File: config.mk
export PLATFORM = sky130hd
export DESIGN_NAME = ftdi_tx_stream_arbiter
export DESIGN_NICKNAME = d
export VERILOG_FILES = /design/src/rtl/ftdi_tx_arb_pkg.sv /design/src/rtl/ftdi_tx_stream_arbiter_rr_pick.sv /design/src/rtl/ftdi_tx_stream_arbiter.sv
export SDC_FILE = /design/constraint.sdc
export NUM_CORES = 1
export LEC_CHECK = 0
export CELL_PAD_IN_SITES_DETAIL_PLACEMENT = 0
export CELL_PAD_IN_SITES_GLOBAL_PLACEMENT = 1
export CORE_MARGIN = 10
export CORE_UTILIZATION = 31
export CTS_CLUSTER_SIZE = 30
export DETAILED_ROUTE_END_ITERATION = 12
export GPL_TIMING_DRIVEN = 0
export PLACE_DENSITY_LB_ADDON = 0.3
export SYNTH_ARGS = -nofsm -noshare
export SYNTH_HDL_FRONTEND = slang
export SYNTH_SLANG_ARGS = --single-unit
File: constraint.sdc
create_clock -name clk -period 2.4 [get_ports clk]
set_clock_uncertainty 0.1 [all_clocks]
set_input_delay 0.24 -clock clk [delete_from_list [all_inputs] [get_ports clk]]
set_output_delay 0.24 -clock clk [all_outputs]
set_load 0.03 [all_outputs]
File: src/rtl/ftdi_tx_arb_pkg.sv
// Shared types and header-byte layout for the FTDI TX stream arbiter.
// The header carries the granted source id and a continuation flag.
package ftdi_tx_arb_pkg;

   typedef enum logic [1:0] {
      IDLE = 2'd0,
      HDR  = 2'd1,
      DATA = 2'd2
   } arb_state_e;

   localparam int HDR_CONT_BIT = 7;
   localparam int HDR_ID_LSB   = 0;
   localparam int HDR_ID_W     = 4;

   function automatic logic [7:0] hdr_byte(input logic cont, input logic [HDR_ID_W-1:0] id);
      logic [7:0] b;
      b = '0;
      b[HDR_CONT_BIT] = cont;
      b[HDR_ID_LSB +: HDR_ID_W] = id;
      return b;
   endfunction

endpackage

File: src/rtl/ftdi_tx_stream_arbiter_rr_pick.sv
// Combinational round-robin picker: returns the first request strictly after ptr,
// wrapping modulo N with an explicit compare-and-reset.
module rr_pick #(
   parameter int N     = 4,
   parameter int IDX_W = 2
) (
   input  logic [N-1:0]     req,
   input  logic [IDX_W-1:0] ptr,
   output logic [IDX_W-1:0] gnt_idx,
   output logic             gnt_vld
);

   logic [IDX_W-1:0] idx;

   always_comb begin
      gnt_idx = '0;
      gnt_vld = 1'b0;
      idx     = ptr;
      for (int k = 0; k < N; k++) begin
         if (idx == IDX_W'(N - 1)) begin
            idx = '0;
         end else begin
            idx = idx + IDX_W'(1);
         end
         if (!gnt_vld && req[idx]) begin
            gnt_vld = 1'b1;
            gnt_idx = idx;
         end
      end
   end

endmodule

File: src/rtl/ftdi_tx_stream_arbiter.sv
// Packet-granular round-robin arbiter merging N_SRC AXIS byte sources onto one
// FTDI TX stream, with a per-grant burst limit and optional source-id header.
module ftdi_tx_stream_arbiter
   import ftdi_tx_arb_pkg::*;
#(
   parameter int N_SRC     = 4,
   parameter int MAX_BURST = 64,
   parameter bit HEADER_EN = 1'b1
) (
   input  logic               clk,
   input  logic               res,
   input  logic [N_SRC*8-1:0] s_axis_tdata,
   input  logic [N_SRC-1:0]   s_axis_tvalid,
   input  logic [N_SRC-1:0]   s_axis_tlast,
   input  logic [N_SRC-1:0]   s_axis_almost_empty,
   output logic [N_SRC-1:0]   s_axis_tready,
   output logic [7:0]         m_axis_tdata,
   output logic               m_axis_tvalid,
   input  logic               m_axis_tready,
   output logic               m_axis_almost_empty,
   output logic [3:0]         grant_id,
   output logic               busy
);

   localparam int IDX_W = $clog2(N_SRC);
   localparam int CNT_W = $clog2(MAX_BURST + 1);

   arb_state_e       state_q, state_d;
   logic [IDX_W-1:0] grant_q, grant_d;
   logic [IDX_W-1:0] rr_ptr_q, rr_ptr_d;
   logic [CNT_W-1:0] beat_cnt_q, beat_cnt_d;
   logic [N_SRC-1:0] cont_q, cont_d;

   logic [IDX_W-1:0] pick_idx;
   logic             pick_vld;
   logic             src_valid, src_last, src_ae;
   logic [7:0]       src_data;
   logic             data_hs;

   rr_pick #(.N(N_SRC), .IDX_W(IDX_W)) u_rr_pick (
      .req     (s_axis_tvalid),
      .ptr     (rr_ptr_q),
      .gnt_idx (pick_idx),
      .gnt_vld (pick_vld)
   );

   always_comb begin
      src_valid = 1'b0;
      src_last  = 1'b0;
      src_ae    = 1'b1;
      src_data  = '0;
      for (int i = 0; i < N_SRC; i++) begin
         if (grant_q == IDX_W'(i)) begin
            src_valid = s_axis_tvalid[i];
            src_last  = s_axis_tlast[i];
            src_ae    = s_axis_almost_empty[i];
            src_data  = s_axis_tdata[8*i +: 8];
         end
      end
   end

   assign data_hs = (state_q == DATA) && src_valid && m_axis_tready;

   // rr_ptr resets to the last index so the first search begins at source 0.
   always_ff @(posedge clk) begin
      if (res) begin
         state_q    <= IDLE;
         grant_q    <= '0;
         rr_ptr_q   <= IDX_W'(N_SRC - 1);
         beat_cnt_q <= '0;
         cont_q     <= '0;
      end else begin
         state_q    <= state_d;
         grant_q    <= grant_d;
         rr_ptr_q   <= rr_ptr_d;
         beat_cnt_q <= beat_cnt_d;
         cont_q     <= cont_d;
      end
   end

   always_comb begin
      state_d    = state_q;
      grant_d    = grant_q;
      rr_ptr_d   = rr_ptr_q;
      beat_cnt_d = beat_cnt_q;
      cont_d     = cont_q;
      case (state_q)
         IDLE: begin
            if (pick_vld) begin
               grant_d    = pick_idx;
               rr_ptr_d   = pick_idx;
               beat_cnt_d = '0;
               state_d    = HEADER_EN ? HDR : DATA;
            end
         end
         HDR: begin
            if (m_axis_tready) begin
               state_d = DATA;
            end
         end
         DATA: begin
            if (data_hs) begin
               beat_cnt_d = beat_cnt_q + CNT_W'(1);
               // tlast wins over the burst limit when both land on the same beat.
               if (src_last) begin
                  cont_d[grant_q] = 1'b0;
                  state_d         = IDLE;
               end else if (beat_cnt_q == CNT_W'(MAX_BURST - 1)) begin
                  cont_d[grant_q] = 1'b1;
                  state_d         = IDLE;
               end
            end
         end
         default: state_d = IDLE;
      endcase
   end

   always_comb begin
      s_axis_tready       = '0;
      m_axis_tdata        = '0;
      m_axis_tvalid       = 1'b0;
      m_axis_almost_empty = 1'b1;
      case (state_q)
         HDR: begin
            m_axis_tvalid       = 1'b1;
            m_axis_tdata        = hdr_byte(cont_q[grant_q], HDR_ID_W'(grant_q));
            m_axis_almost_empty = 1'b0;
         end
         DATA: begin
            m_axis_tvalid       = src_valid;
            m_axis_tdata        = src_data;
            m_axis_almost_empty = src_ae;
            for (int i = 0; i < N_SRC; i++) begin
               s_axis_tready[i] = m_axis_tready && (grant_q == IDX_W'(i));
            end
         end
         default: ;
      endcase
   end

   assign grant_id = 4'(grant_q);
   assign busy     = (state_q != IDLE);

endmodule

==> summary.txt, run 1 <==
Status
  • Run status: finished clean

Drt
  • Number of remaining DRC errors: 0
  • ANT nets after route: 0
  • Met1 wire length: about 2200 um
  • Met2 WL: between 2000 and 3000 um
  • Via-per-instance ratio: between 5 and 6
  • DR WL met3: ~210 um
  • DR top layer: met4
  • Vias: ~1600
  • Drt wl/cell: between 15 and 20 um
  • TritonRoute pass-1 iters: 4
  • Starting DRT DRC Count: 104
  • Final wirelength: 5190 um

Floorplan
  • FP Rows: 25
  • Die Ht: ~90 um
  • Width of the chip: approximately 90 um
  • Area of the die: approximately 8100 um^2
  • Starting Density: 0.321
  • I/O pin count: 66
  • Core area: 4750 um^2

Logic synthesis
  • Top cells by area, synth: dfxtp_1 (22%), mux4_2 (10%), ha_1 (4.9%), mux2i_1 (4.6%), nand2b_1 (3.7%)
  • Area share of the largest cell type after synthesis: 0.223
  • Syn Std Cell Area: 1530 um^2
  • Average cell area after synthesis: just under 9 um^2
  • Post-Synthesis Cells: between 150 and 200
  • Register area share after synthesis: 0.223
  • Area leader, netlist: dfxtp_1
  • Synth cell count leaders: dfxtp_1 (17), nand2_1 (13)
  • FF+latch count, synth: 17
  • Number of enable flip-flop cells after synthesis: 0
  • Count leader, synth: dfxtp_1
  • Synth async-reset ratio: 0
  • Ys Warns: 0
  • Synth cell types: 50
  • Predominant post-synthesis flop cell: dfxtp_1

Clock network
  • Root Driver: clkbuf_8
  • Hold-fix buffer count after cts: 0
  • Num CTS Buffers: 3
  • H-tree depth: 1
  • Worst skew pair latency: about 0.25 ns
  • Clock Path Buffers: 2
  • Postcts setup bufs: 0
  • PostCTS Resize Cnt: 21
  • CTS tree: done
  • Sink Count: 17
  • CTS clk-pin slew, worst paths: roughly 0.07 ns

Place
  • Dpl cells: between 300 and 400
  • Post-DP HPWL: roughly 4200 um
  • GP Congestion: 0.735
  • Worst slack, placed: -0.212 ns
  • PortBufs: 63

Power and ir drop
  • Max VDD drop: between 400 and 500 uV
  • Pwr Total: approximately 0.0017 W
  • Static Leak: ~0.87 nW
  • PwrDens: around 740 nW/um^2

Layout
  • Filler cells: 461
  • Share of layout cells above drive strength 1: 0.146
  • Final net count: about 290
  • Area of the multi-input gates: approximately 1100 um^2
  • Final non-filler cell total: slightly above 300
  • Area Overhead vs Synth: 49.7%
  • Diodes inserted: 0
  • Seq. cell area: between 300 and 400 um^2

Global routing
  • Number of global-route vias before repair: roughly 1600
  • Largest net degree at the start of global routing: 11
  • First-pass GRT wire length: 8570 um
  • Initial antenna violation count: 0
  • Total gr overflow: 0
  • GR Util All Layers: 0.126

Timing
  • Max-slew violation count: 0
  • Fin. Hold Viols: 0
  • Min cycle time layout: about 2.3 ns
  • F_max: between 0.4 and 0.5 GHz
  • Final Setup Violations: 0
  • RSZ-0062 raised after global routing: yes
  • Worst slew pin tran: around 0.81 ns
  • Final worst setup slack: 0.0926 ns
  • Max-slew headroom: 0.453
  • Final period util: 0.961

Setup path
  • Worst-path fanout max: 10
  • Worst EP arrival: 1.97 ns
  • Req. time, crit path: between 2 and 2.5 ns
  • CP Launch Type: flip-flop
  • Worst Setup Path Type: flip-flop to output pin
  • Flop2flop setup slack: between 0.2 and 0.3 ns
  • Critical Path End Type: output pin

Flow run
  • Max_cap viols: 0

Hold path
  • Hold WC Path Type: flip-flop to flip-flop
[through the flow]
step / hold slack (ns) / cell area (um^2) / util / TNS (ns)
finish: 0.370 / 2280 / 0.480 / 0
global route: 0.382 / 2280 / 0.480 / -0.0150
CTS: 0.375 / 2280 / 0.480 / 0
detailed placement: 0.359 / 2240 / 0.472 / -0.799
global placement: 0.352 / 2240 / 0.472 / -0.767
floorplan: 0.320 / 1530 / - / 0
[worst paths after layout]
check / startpoint / to / cells past startpoint
max reg2reg: state_q[0]$_SDFFE_PP0P_ / beat_cnt_q[4]$_SDFFE_PP0P_ / 8
min reg2reg: flip-flop / flip-flop / 1
max: grant_q[0]$_SDFFE_PP0P_ / m_axis_tdata[2] / 5
min: flip-flop / flip-flop / 1
[power by group]
part | switching [W] | internal [W] | total, W | leakage [nW]
clock | 0.000103 | 0.000118 | 0.000221 | 0.0228
combinational | 0.000608 | 0.000514 | 0.00112 | 0.706
sequential | 0.0000324 | 0.000323 | 0.000355 | 0.138
total | 0.000743 | 0.000955 | 0.00170 | 0.867
[critical path: stages (launching register included)]
cell,delay [ns]
dfxtp_1,0.36
buf_6,0.15
buf_6,0.16
mux4_2,0.50
and3_1,0.19
dlygate4sd2_1,0.35
[layout by cell type, fill, tap and decap left out, types with 5 or more instances in the layout]
| master | instances |
|---|---|
| clkdlybuf4s50_1 | 50 |
| dfxtp_1 | 17 |
| nand2_1 | 13 |
| dlygate4sd2_1 | 10 |
| inv_1 | 9 |
| o21ai_0 | 9 |
| a21oi_1 | 9 |
| nand2b_1 | 9 |
| nor2_1 | 9 |
| mux4_2 | 7 |
| mux2i_1 | 7 |
| ha_1 | 6 |
| buf_4 | 5 |
| and3_1 | 5 |
[cells by family after synthesis]
group,after synthesis,share of synthesized area
AOI/OAI and AO/OA,50,0.258
adders and majority gates,6,0.0492
buffers and inverters,23,0.0746
DFF,17,0.223
muxes,16,0.184
other,1,0.00246
and+or+nand+nor,58,0.208
[metal layers]
layer,global-route usage,vias to the layer above
met5,0,-
met3,0.0283,2
met4,0.0212,0
met2,0.225,35
met1,0.151,750
li1,-,783
[final cells by class]
class,instances,area share
clock buffers,4,0.0197
inverters,10,0.0175
multi-input cells,132,0.471
plain buffers,13,0.0389
well taps,67,0.0367
repair buffers,63,0.267
flip-flops and latches,17,0.149
Note: power is estimated with default switching activity, not from simulation.
==> run 2, diff against run 1 <==
Settings changed: CTS_CLUSTER_DIAMETER from default to 60.
==> results of run 2 <==
The final DEF is identical to that of run 1; final timing and power are the same.
